<file path="config.mk">
export PLATFORM = sky130hd
export DESIGN_NAME = uart_tx_arbiter_flat
export DESIGN_NICKNAME = d
export VERILOG_FILES = /design/src/rtl/uart_tx_arbiter_if.sv /design/src/rtl/uart_tx_arbiter.sv /design/src/flat_wrapper.sv
export SDC_FILE = /design/constraint.sdc
export NUM_CORES = 1
export LEC_CHECK = 0
export BUFFER_PORTS_ARGS = -buffer_cell sky130_fd_sc_hd__buf_2
export CORE_MARGIN = 2
export CORE_UTILIZATION = 40
export CTS_CLUSTER_SIZE = 20
export DETAILED_ROUTE_END_ITERATION = 12
export SLEW_MARGIN = 20
export SYNTH_ARGS = -nofsm -noshare
export SYNTH_HDL_FRONTEND = slang
export SYNTH_SLANG_ARGS = --single-unit
</file>
<file path="constraint.sdc">
create_clock -name Clock -period 1.8 [get_ports Clock]
set_input_delay 0.54 -clock Clock [delete_from_list [all_inputs] [get_ports Clock]]
set_output_delay 0.54 -clock Clock [all_outputs]
set_load 0.01 [all_outputs]
</file>
<file path="src/rtl/uart_tx_arbiter_if.sv">
// Byte-stream bundle between the two UART TX requesters, the arbiter and the UART transmit port.
// The arbiter connects through the slave modport; the surrounding environment uses the master modport.
interface uart_tx_arbiter_if;
    logic [7:0] Req0Data;
    logic       Req0Valid;
    logic       Req0Ready;
    logic [7:0] Req1Data;
    logic       Req1Valid;
    logic       Req1Ready;
    logic [7:0] DataIn;
    logic       DataInValid;
    logic       DataInReady;
    logic [1:0] Grant;

    modport master (
        output Req0Data, Req0Valid, Req1Data, Req1Valid, DataInReady,
        input  Req0Ready, Req1Ready, DataIn, DataInValid, Grant
    );

    modport slave (
        input  Req0Data, Req0Valid, Req1Data, Req1Valid, DataInReady,
        output Req0Ready, Req1Ready, DataIn, DataInValid, Grant
    );
endinterface

</file>
<file path="src/rtl/uart_tx_arbiter.sv">
// Packet-aware round-robin arbiter sharing the UART TX port between CPU (req 0) and debug source (req 1).
// Optional statistics counters are enabled with `define UART_ARB_STATS_EN.
module uart_tx_arbiter #(
    parameter logic [7:0]  EopByte     = 8'h0A,
    parameter int unsigned MaxBurst    = 64,
    parameter int unsigned IdleTimeout = 1024
) (
    input logic Clock,
    input logic Reset,
    uart_tx_arbiter_if.slave bus
`ifdef UART_ARB_STATS_EN
    ,
    output logic [15:0] Stat0Bytes,
    output logic [15:0] Stat1Bytes,
    output logic [7:0]  StatTimeouts
`endif
);

    localparam int unsigned     IdleW      = $clog2(IdleTimeout + 1);
    localparam logic [IdleW-1:0] IdleLast  = IdleW'(IdleTimeout - 1);
    localparam logic [IdleW-1:0] IdleOne   = IdleW'(1);
    localparam logic [7:0]      BurstLimit = 8'(MaxBurst);

    typedef enum logic [1:0] {
        Idle   = 2'd0,
        Grant0 = 2'd1,
        Grant1 = 2'd2
    } arbStateT;

    arbStateT         state, stateNext;
    logic             ptr;
    logic [7:0]       burstCnt;
    logic [IdleW-1:0] idleCnt;
    logic             outFree;
    logic             accept;
    logic [7:0]       acceptByte;
    logic             releaseGrant;
    logic             timeout;

    always_ff @(posedge Clock or negedge Reset) begin
        if (!Reset) state <= Idle;
        else        state <= stateNext;
    end

    always_comb begin
        stateNext     = state;
        bus.Req0Ready = 1'b0;
        bus.Req1Ready = 1'b0;
        bus.Grant     = 2'b00;
        accept        = 1'b0;
        acceptByte    = '0;
        releaseGrant  = 1'b0;
        timeout       = 1'b0;
        outFree       = !bus.DataInValid || bus.DataInReady;
        case (state)
            Idle: begin
                if (bus.Req0Valid && (!bus.Req1Valid || !ptr)) stateNext = Grant0;
                else if (bus.Req1Valid)                         stateNext = Grant1;
            end
            Grant0: begin
                bus.Grant     = 2'b01;
                bus.Req0Ready = bus.Req0Valid && outFree;
                accept        = bus.Req0Ready;
                acceptByte    = bus.Req0Data;
            end
            Grant1: begin
                bus.Grant     = 2'b10;
                bus.Req1Ready = bus.Req1Valid && outFree;
                accept        = bus.Req1Ready;
                acceptByte    = bus.Req1Data;
            end
            default: stateNext = Idle;
        endcase
        // An accept clears the idle counter, so EOP/burst and timeout can never both fire.
        if (state == Grant0 || state == Grant1) begin
            if (accept) begin
                releaseGrant = (acceptByte == EopByte) || (burstCnt + 8'd1 == BurstLimit);
            end else if (idleCnt == IdleLast) begin
                releaseGrant = 1'b1;
                timeout      = 1'b1;
            end
        end
        if (releaseGrant) stateNext = Idle;
    end

    always_ff @(posedge Clock or negedge Reset) begin
        if (!Reset) begin
            bus.DataIn      <= '0;
            bus.DataInValid <= 1'b0;
            burstCnt        <= '0;
            idleCnt         <= '0;
            ptr             <= 1'b0;
        end else begin
            if (accept) begin
                bus.DataIn      <= acceptByte;
                bus.DataInValid <= 1'b1;
            end else if (bus.DataInReady) begin
                bus.DataInValid <= 1'b0;
            end
            // Counters sit at zero while idle, which clears them on grant entry.
            if (state == Idle) begin
                burstCnt <= '0;
                idleCnt  <= '0;
            end else if (accept) begin
                burstCnt <= burstCnt + 8'd1;
                idleCnt  <= '0;
            end else begin
                idleCnt <= idleCnt + IdleOne;
            end
            if (releaseGrant) ptr <= (state == Grant0);
        end
    end

`ifdef UART_ARB_STATS_EN
    always_ff @(posedge Clock or negedge Reset) begin
        if (!Reset) begin
            Stat0Bytes   <= '0;
            Stat1Bytes   <= '0;
            StatTimeouts <= '0;
        end else begin
            if (accept && state == Grant0) Stat0Bytes <= Stat0Bytes + 16'd1;
            if (accept && state == Grant1) Stat1Bytes <= Stat1Bytes + 16'd1;
            if (timeout && StatTimeouts != 8'hFF) StatTimeouts <= StatTimeouts + 8'd1;
        end
    end
`endif

endmodule
</file>
<file path="src/flat_wrapper.sv">
// flat-port wrapper written by rule: the top's interface ports become plain ports
module uart_tx_arbiter_flat 
#(
    parameter logic [7:0]  EopByte     = 8'h0A,
    parameter int unsigned MaxBurst    = 64,
    parameter int unsigned IdleTimeout = 1024
)
  (Clock, Reset, bus_Req0Data, bus_Req0Valid, bus_Req1Data, bus_Req1Valid, bus_DataInReady, bus_Req0Ready, bus_Req1Ready, bus_DataIn, bus_DataInValid, bus_Grant);
  uart_tx_arbiter_if bus_i ();
  input logic Clock;
  input logic Reset;
  input wire logic [$bits(bus_i.Req0Data)-1:0] bus_Req0Data;
  input wire logic [$bits(bus_i.Req0Valid)-1:0] bus_Req0Valid;
  input wire logic [$bits(bus_i.Req1Data)-1:0] bus_Req1Data;
  input wire logic [$bits(bus_i.Req1Valid)-1:0] bus_Req1Valid;
  input wire logic [$bits(bus_i.DataInReady)-1:0] bus_DataInReady;
  output wire logic [$bits(bus_i.Req0Ready)-1:0] bus_Req0Ready;
  output wire logic [$bits(bus_i.Req1Ready)-1:0] bus_Req1Ready;
  output wire logic [$bits(bus_i.DataIn)-1:0] bus_DataIn;
  output wire logic [$bits(bus_i.DataInValid)-1:0] bus_DataInValid;
  output wire logic [$bits(bus_i.Grant)-1:0] bus_Grant;
  assign bus_i.Req0Data = bus_Req0Data;
  assign bus_i.Req0Valid = bus_Req0Valid;
  assign bus_i.Req1Data = bus_Req1Data;
  assign bus_i.Req1Valid = bus_Req1Valid;
  assign bus_i.DataInReady = bus_DataInReady;
  assign bus_Req0Ready = bus_i.Req0Ready;
  assign bus_Req1Ready = bus_i.Req1Ready;
  assign bus_DataIn = bus_i.DataIn;
  assign bus_DataInValid = bus_i.DataInValid;
  assign bus_Grant = bus_i.Grant;
  uart_tx_arbiter #(.EopByte(EopByte), .MaxBurst(MaxBurst), .IdleTimeout(IdleTimeout)) u_core (.Clock(Clock), .Reset(Reset), .bus(bus_i));
endmodule
</file>
==> metrics.cfg, run 1 <==
[outcome]
outcome = complete, but fails checks
violations = negative setup slack

[power_and_ir_drop]
power_density_nw_per_um2 = 1262
max-vdd-ir-drop_v = 0.0007389
static-leakage-power_nw = 1.257

[global_routing]
number_of_global_route_vias_before_repair = 1737
grt_use_total_pct = 21.22
grt_pass1_wl_mm = 8.135
grt_start_max_net_pins = 32
grt_overflow_total = 0
grt_antenna_before_repair = 0

[cells_and_area]
nets = 291
final_cells = 314
multi_input_area_um2 = 1204
footprint_of_the_flip_flops_and_latches_um2 = 777.0
synthToLayoutAreaGrowth_pct = 64.52
layout-drive-gt1-share_pct = 53.79
number_of_antenna_diodes = 0
n_fill_cell = 278

[synthesis]
ys_seq_area_share_pct = 45.35
yosysTopAreaCellShare_pct = 45.35
synth_area_leader_cell = dfrtp_1
syn_inst = 180
synth-main-ff-cell = dfrtp_1
postSynthNetCount = 208
postSynthAreaPerCell_um2 = 9.502
yosysMostFrequentCell = dfrtp_1
post_synth_most_frequent_cells = 31 x dfrtp_1, 27 x nor2_1, 18 x nand2_1
syn_area_um2 = 1710
yosys_warnings = 0
edff_count_synth = 0
post_synth_num_cell_types = 40
netlist_top_cells_area = dfrtp_1 45%, nor2_1 5.9%, ha_1 5.1%
async_reset_ff_share_pct = 100.0
yosys_reg_bits = 31

[die]
floorplan.die_area_um2 = 4815
initial_core_util_pct = 42.15
die_width_um = 69.39
coreArea_um2 = 4058
die_height_um = 69.39
std_cell_rows = 23
pin_count = 34

[clocking]
clock_tree.root_cell = clkbuf_8
h-tree-depth = 2
cts_inserted_buffers = 5
number_of_buffers_on_the_longest_clock_path = 2
clkTransAtPathRegs_ns = 0.07
insertion_delay_ns = 0.29
tritoncts_clock_tree = yes
count_of_clock_tree_sinks = 31

[place]
post-place-cells = 294
post-dp-hpwl_mm = 3.347
gp_congestion = 0.8020
io_buffer_count = 33
dp_worst_setup_slack_ns = -0.3488

[min_path]
timing.hold.worst.class = input port to async pin

[detailed_routing]
count_of_vias_placed_by_the_detailed_router = 1741
met2WireLength_mm = 2.909
drt_pre_antenna_iters = 4
routed_wire_length_per_instance_um = 17.37
wl_met1_mm = 2.212
wl_met3_um = 210
drcViolationCount = 0
top_layer = met4
wirelength_mm = 5.454
iter_0_drt_violations = 76
final_antenna_net_count = 0
post_drt_via_cell_ratio = 5.545

[worst_setup_path]
criticalPathCategory = flip-flop to flip-flop
critPathRequiredTime_ns = 1.97
critical_register_to_register_path_startpoint = u_core.state[0]$_DFFE_PN0P_
rr_worst_depth = 8
reg2reg_to = u_core.state[1]$_DFFE_PN0P_
r2r_slack_ns = -0.35
setup.worst_path.end_class = flip-flop
crit_arrival_ns = 2.32
cp-start-kind = flip-flop
highest_fanout_seen_on_the_critical_path = 7

[timing]
fin_worst_hold_slack_ns = 0.2533
final.min_clock_period_ns = 2.148
timing.clock.skew_ns = 0.004821
timing_hold_violations_final = 0
max_freq_mhz = 465.5
setup_repair_after_global_routing_missed_its_margin = yes
maxSlewHeadroom_pct = 73.34
summed_negative_setup_slack_over_all_endpoints_ns = -3.404
setup_viol_count_final = 29
tightestPinTransition_ns = 0.3998
report.final.slew_viol_count = 0
timing.final.crit_share_pct = 119.3
worst_slack_ns = -0.3481

[job]
timing.max_cap.violations = 0

==> power by group <==
group | total, mW | switching, mW | internal [mW]
registers | 0.938 | 0.107 | 0.831
logic | 1.89 | 0.942 | 0.951
clock network | 0.722 | 0.274 | 0.448
==> layout by cell type (no fill, tap or decap), drive strengths merged, types with 2 or more instances in the layout <==
| master | instances |
|---|---|
| a211oi | 2 |
| mux2 | 2 |
| nand2 | 19 |
| buf | 83 |
| a22o | 2 |
| dfrtp | 31 |
| or4bb | 2 |
| nor4 | 2 |
| nand2b | 3 |
| ha | 7 |
| nor3 | 2 |
| nand3 | 7 |
| clkbuf | 6 |
| o41ai | 2 |
| a32o | 2 |
| xor2 | 5 |
| nor4bb | 2 |
| and3 | 2 |
| a21oi | 5 |
| inv | 6 |
| nand4 | 4 |
| a22oi | 7 |
| xnor2 | 9 |
| nor2 | 27 |
| or3 | 3 |
| o21ai | 10 |
| nor2b | 2 |
==> per-layer routing <==
metal | track usage, % | vias to the layer above
met4 | 9.368 | 0
met2 | 37.29 | 53
met5 | 0 | -
li1 | - | 804
met3 | 4.797 | 13
met1 | 24.56 | 871
==> worst max-delay path, stage by stage (launching register included) <==
cell and delay, ns:
dfrtp_2 0.45, inv_2 0.10, ha_4 0.20, a22oi_2 0.09, or3_4 0.38, a311oi_4 0.36
o31ai_4 0.11, buf_4 0.15, a32o_1 0.19
==> registers in the layout, summed over array words and instances (netlist names) <==
signal,cells
u_core.idleCnt,11
u_core.burstCnt,8
u_core.bus.DataIn,8
u_core.state,2
u_core.bus.DataInValid,1
u_core.ptr,1
==> final cells by class <==
cell class              count  share of cell area [%]
clock buffers               6                   2.935
clock inverters             2                   1.245
inverters                   6                  0.8004
multi-input cells         136                   42.77
flip-flops and latches     31                   27.61
well taps                  50                   2.223
repair buffers             83                   22.41
==> worst max-delay path by stage <==
stage | start | slack [ns] | cells after the start | to
floorplan | u_core.state[1]$_DFFE_PN0P_ | -0.19 | 6 | u_core.ptr$_DFFE_PN0P_
global placement | u_core.state[1]$_DFFE_PN0P_ | -0.25 | 7 | u_core.ptr$_DFFE_PN0P_
detailed placement | u_core.state[1]$_DFFE_PN0P_ | -0.35 | 9 | u_core.state[0]$_DFFE_PN0P_
CTS | u_core.state[1]$_DFFE_PN0P_ | -0.29 | 7 | u_core.state[0]$_DFFE_PN0P_
global route | u_core.state[1]$_DFFE_PN0P_ | -0.40 | 8 | u_core.state[1]$_DFFE_PN0P_
finish | u_core.state[0]$_DFFE_PN0P_ | -0.35 | 8 | u_core.state[1]$_DFFE_PN0P_
==> repair_timing <==
| item | CTS | global route |
|---|---|---|
| hold endpoints to repair | 0 | 0 |
| setup endpoints to repair | 26 | 33 |
| cloned | 2 | 0 |
| resized for setup | 38 | 52 |
| buffers inserted | 6 | 9 |
| hold buffers | 0 | 0 |
| pin swaps | 18 | 24 |
==> cells by family (layout without fill, tap and decap cells) <==
family / Yosys count / count (layout) / synth area share (%)
flops: 31 / 31 / 45.35
simple gates: 77 / 77 / 22.60
compound gates: 36 / 36 / 15.00
mux: 2 / 2 / 1.536
buf+inv: 13 / 97 / 3.219
fa+ha+maj: 7 / 7 / 5.120
xor+xnor: 14 / 14 / 7.169
==> stage by stage <==
step	power (mW)	instance area, um2	utilization, %
5_1_grt	3.729	2814	69.35
6_report	3.552	2814	69.35
2_1_floorplan	1.558	1740	-
3_3_place_gp	2.020	2217	54.64
3_5_place_dp	2.068	2217	54.64
4_1_cts	3.121	2556	63.00
(Power assumes the default switching activity.)
==> run 2, diff against run 1 <==
--- a/config.mk
+++ b/config.mk
@@ -5,6 +5,7 @@
 export SDC_FILE = /design/constraint.sdc
 export NUM_CORES = 1
 export LEC_CHECK = 0
+export ABC_AREA = 1
 export BUFFER_PORTS_ARGS = -buffer_cell sky130_fd_sc_hd__buf_2
 export CORE_MARGIN = 2
 export CORE_UTILIZATION = 40
==> run 2 against run 1 <==
Effect of this change:
- sequential share of layout area is 7.4 points higher
- worst setup slack better by 0.36 ns
- the run now ends clean
- maximum frequency is 20% higher
- critical endpoint is now bus_Req0Ready
- combinational power is 40% lower
==> metrics.cfg, run 2 <==
[outcome]
outcome = complete, no violations

[place]
io_buffer_count = 33  ; unchanged
dp_worst_setup_slack_ns = -0.01416  ; +0.3346 ns
post-dp-hpwl_mm = 2.787  ; -17%
gp_congestion = 0.7572  ; -5.6%

[detailed_routing]
top_layer = met4
wirelength_mm = 3.700  ; -32%
post_drt_via_cell_ratio = 4.814  ; -13%
drt_pre_antenna_iters = 4  ; unchanged
wl_met3_um = 164  ; -22%
drcViolationCount = 0  ; unchanged
count_of_vias_placed_by_the_detailed_router = 1526  ; -12%
met2WireLength_mm = 1.666  ; -43%
routed_wire_length_per_instance_um = 11.67  ; -33%
final_antenna_net_count = 0  ; unchanged
wl_met1_mm = 1.830  ; -17%
iter_0_drt_violations = 42  ; -45%

[worst_setup_path]
highest_fanout_seen_on_the_critical_path = 4  ; -3
crit_path_cell_trace = inv_2 -> ha_4 -> nand2_2 -> nor2_2 -> buf_2
cp-start-kind = flip-flop
setup.worst_path.end_class = output port
critPathMaxStageDelay_ns = 0.45  ; about the same
rr_worst_depth = 8  ; unchanged
reg2reg_to = u_core.idleCnt[7]$_DFF_PN0_
critPathRequiredTime_ns = 1.26  ; -0.71 ns
crit_arrival_ns = 1.25  ; -1.07 ns
r2r_slack_ns = 0.09  ; +0.44 ns
crit_buf_inv = 2  ; unchanged
criticalPathCategory = flip-flop to output port
timing.critical_path.max_delay_family = flip-flops
critical_register_to_register_path_startpoint = u_core.state[0]$_DFFE_PN0P_
cpMaxStageDelayCell = dfrtp_2

[timing]
timing_hold_violations_final = 0  ; unchanged
worst_slack_ns = 0.007689  ; +0.3558 ns
setup_repair_after_global_routing_missed_its_margin = yes
maxSlewHeadroom_pct = 69.19  ; -4.2 points
max_freq_mhz = 557.9  ; +20%
timing.final.crit_share_pct = 99.57  ; -20 points
fin_worst_hold_slack_ns = 0.1564  ; -0.09689 ns
tightestPinTransition_ns = 0.4580  ; +0.05814 ns
final.min_clock_period_ns = 1.792  ; -0.3558 ns
setup_viol_count_final = 0  ; -100%
report.final.slew_viol_count = 0  ; unchanged
timing.clock.skew_ns = 0.004026  ; -0.0007950 ns

[synthesis]
yosys.area_share.adder_pct = 4.923  ; -0.20 points
ys_seq_area_share_pct = 43.60  ; -1.8 points
postSynthAreaPerCell_um2 = 8.124  ; -15%
synth.area.mux_share_pct = 0  ; -1.5 points
yosysTopAreaCellShare_pct = 43.60  ; -1.8 points
netlist_top_cells_area = dfrtp_1 44%, nand2_1 14%, ha_1 4.9%
async_reset_ff_share_pct = 100.0  ; unchanged
syn_inst = 219  ; +22%
postSynthNetCount = 247  ; +19%
synth-main-ff-cell = dfrtp_1
synth_compound_area_share_pct = 12.38  ; -2.6 points
post_synth_most_frequent_cells = 64 x nand2_1, 31 x dfrtp_1, 23 x inv_1
synth_simple_gate_area_share_pct = 30.03  ; +7.4 points
yosys_warnings = 0  ; unchanged
yosys_reg_bits = 31  ; unchanged
post_synth_num_cell_types = 35  ; -13%
edff_count_synth = 0  ; unchanged
synth_area_leader_cell = dfrtp_1
yosysMostFrequentCell = nand2_1
synth_top_family_by_area = simple AND/OR/NAND/NOR gates
syn_area_um2 = 1779  ; +4.0%
synth_xor_xnor_area_share_pct = 0.9845  ; -6.2 points

[cells_and_area]
layout.cells.most_common_list = 58 x nand2_1, 33 x buf_2, 29 x dfrtp_1, 21 x inv_1, 19 x nor2_1
number_of_antenna_diodes = 0  ; unchanged
largest_registers = u_core.idleCnt (11), u_core.burstCnt (8), u_core.bus.DataIn (8)
synthToLayoutAreaGrowth_pct = 25.11
layout-drive-gt1-share_pct = 35.47  ; -18 points
largest_reg_flops = 11  ; unchanged
nets = 292  ; +0.34%
layout.cells.most_common = nand2_1
register_ranked_first_by_flip_flop_count = u_core.idleCnt

[die]
coreArea_um2 = 4324  ; +6.6%
die_width_um = 70.70  ; +1.9%
std_cell_rows = 24  ; +4.3%
die_height_um = 70.70  ; +1.9%
initial_core_util_pct = 41.15  ; -1.0 points
floorplan.die_area_um2 = 4998  ; +3.8%
pin_count = 34  ; unchanged

[clocking]
number_of_buffers_on_the_longest_clock_path = 2  ; unchanged
postCtsHoldBufs = 0  ; unchanged
h-tree-depth = 2  ; unchanged
insertion_delay_ns = 0.28  ; about the same
cts_inserted_buffers = 5  ; unchanged
clock_tree.root_cell = clkbuf_8
count_of_clock_tree_sinks = 31  ; unchanged
tritoncts_clock_tree = yes
clkTransAtPathRegs_ns = 0.06  ; about the same

[global_routing]
grt_use_total_pct = 16.46  ; -4.8 points
number_of_global_route_vias_before_repair = 1494  ; -14%
grt_antenna_before_repair = 0  ; unchanged
grt_overflow_total = 0  ; unchanged
grt_start_max_net_pins = 19  ; -41%
grt_pass1_wl_mm = 6.610  ; -19%

[job]
timing.max_cap.violations = 0  ; unchanged

[power_and_ir_drop]
power_density_nw_per_um2 = 1170  ; -7.3%
static-leakage-power_nw = 1.075  ; -14%
max-vdd-ir-drop_v = 0.0006699  ; -9.3%

[min_path]
timing.hold.worst.class = input port to async pin

## run 2: how the worst max path moves through the flow
stage	cells past startpoint	slack [ns]	startpoint	end
2_1_floorplan	11	0.20	u_core.state[0]$_DFFE_PN0P_	u_core.burstCnt[6]$_DFFE_PN0P_
3_3_place_gp	11	-0.002	u_core.state[1]$_DFFE_PN0P_	u_core.state[0]$_DFFE_PN0P_
3_5_place_dp	11	-0.01	u_core.state[1]$_DFFE_PN0P_	u_core.state[1]$_DFFE_PN0P_
4_1_cts	5	0.001	u_core.state[0]$_DFFE_PN0P_	bus_Req1Ready
5_1_grt	5	-0.05	u_core.state[1]$_DFFE_PN0P_	bus_Req0Ready
6_report	5	0.008	u_core.state[1]$_DFFE_PN0P_	bus_Req0Ready
## run 2: layout make-up
type | instances | area, um2
fill | 446 | 2098
multi-input combinational | 157 | 937.1
sequential | 31 | 778.2
timing repair buffer | 42 | 252.7
inverter | 27 | 111.4
clock buffer | 7 | 76.32
tap | 52 | 65.06
clock inverter | 1 | 5.005
## run 2: layer usage
metal  global-route usage, %  vias to the layer above
li1                        -                      792
met1                   21.85                      700
met2                   26.17                       30
met3                   4.416                        4
met4                   5.660                        0
met5                       0                        -
## run 2: through the flow
step,std cells,utilization [%],setup TNS [ns],instance area [um2],total power [mW]
final,317,51.48,0,2226,2.605
after global routing,317,51.48,-0.1526,2226,2.811
after CTS,315,49.68,0,2148,2.525
after detailed placement,305,46.82,-0.02581,2024,1.938
after global placement,305,46.82,-0.003255,2024,1.925
after floorplan,219,-,0,1779,1.658
## run 2: where the power goes
part	internal, mW	total [mW]	switching, mW
sequential	0.840	0.950	0.110
clock	0.271	0.525	0.254
combinational	0.446	1.13	0.683
total	1.56	2.60	1.05
## run 2: kinds of logic after synthesis
family / count (synthesis)
buf+inv: 31
fa+ha+maj: 7
xor+xnor: 2
simple gates: 115
flops: 31
compound gates: 33
## run 2: repair_timing
action / 4_1_cts / 5_1_grt
gates cloned: 0 / 0
buffers inserted: 2 / 2
pin swaps: 1 / 8
gates resized for setup: 8 / 19
setup endpoints to repair: 6 / 6
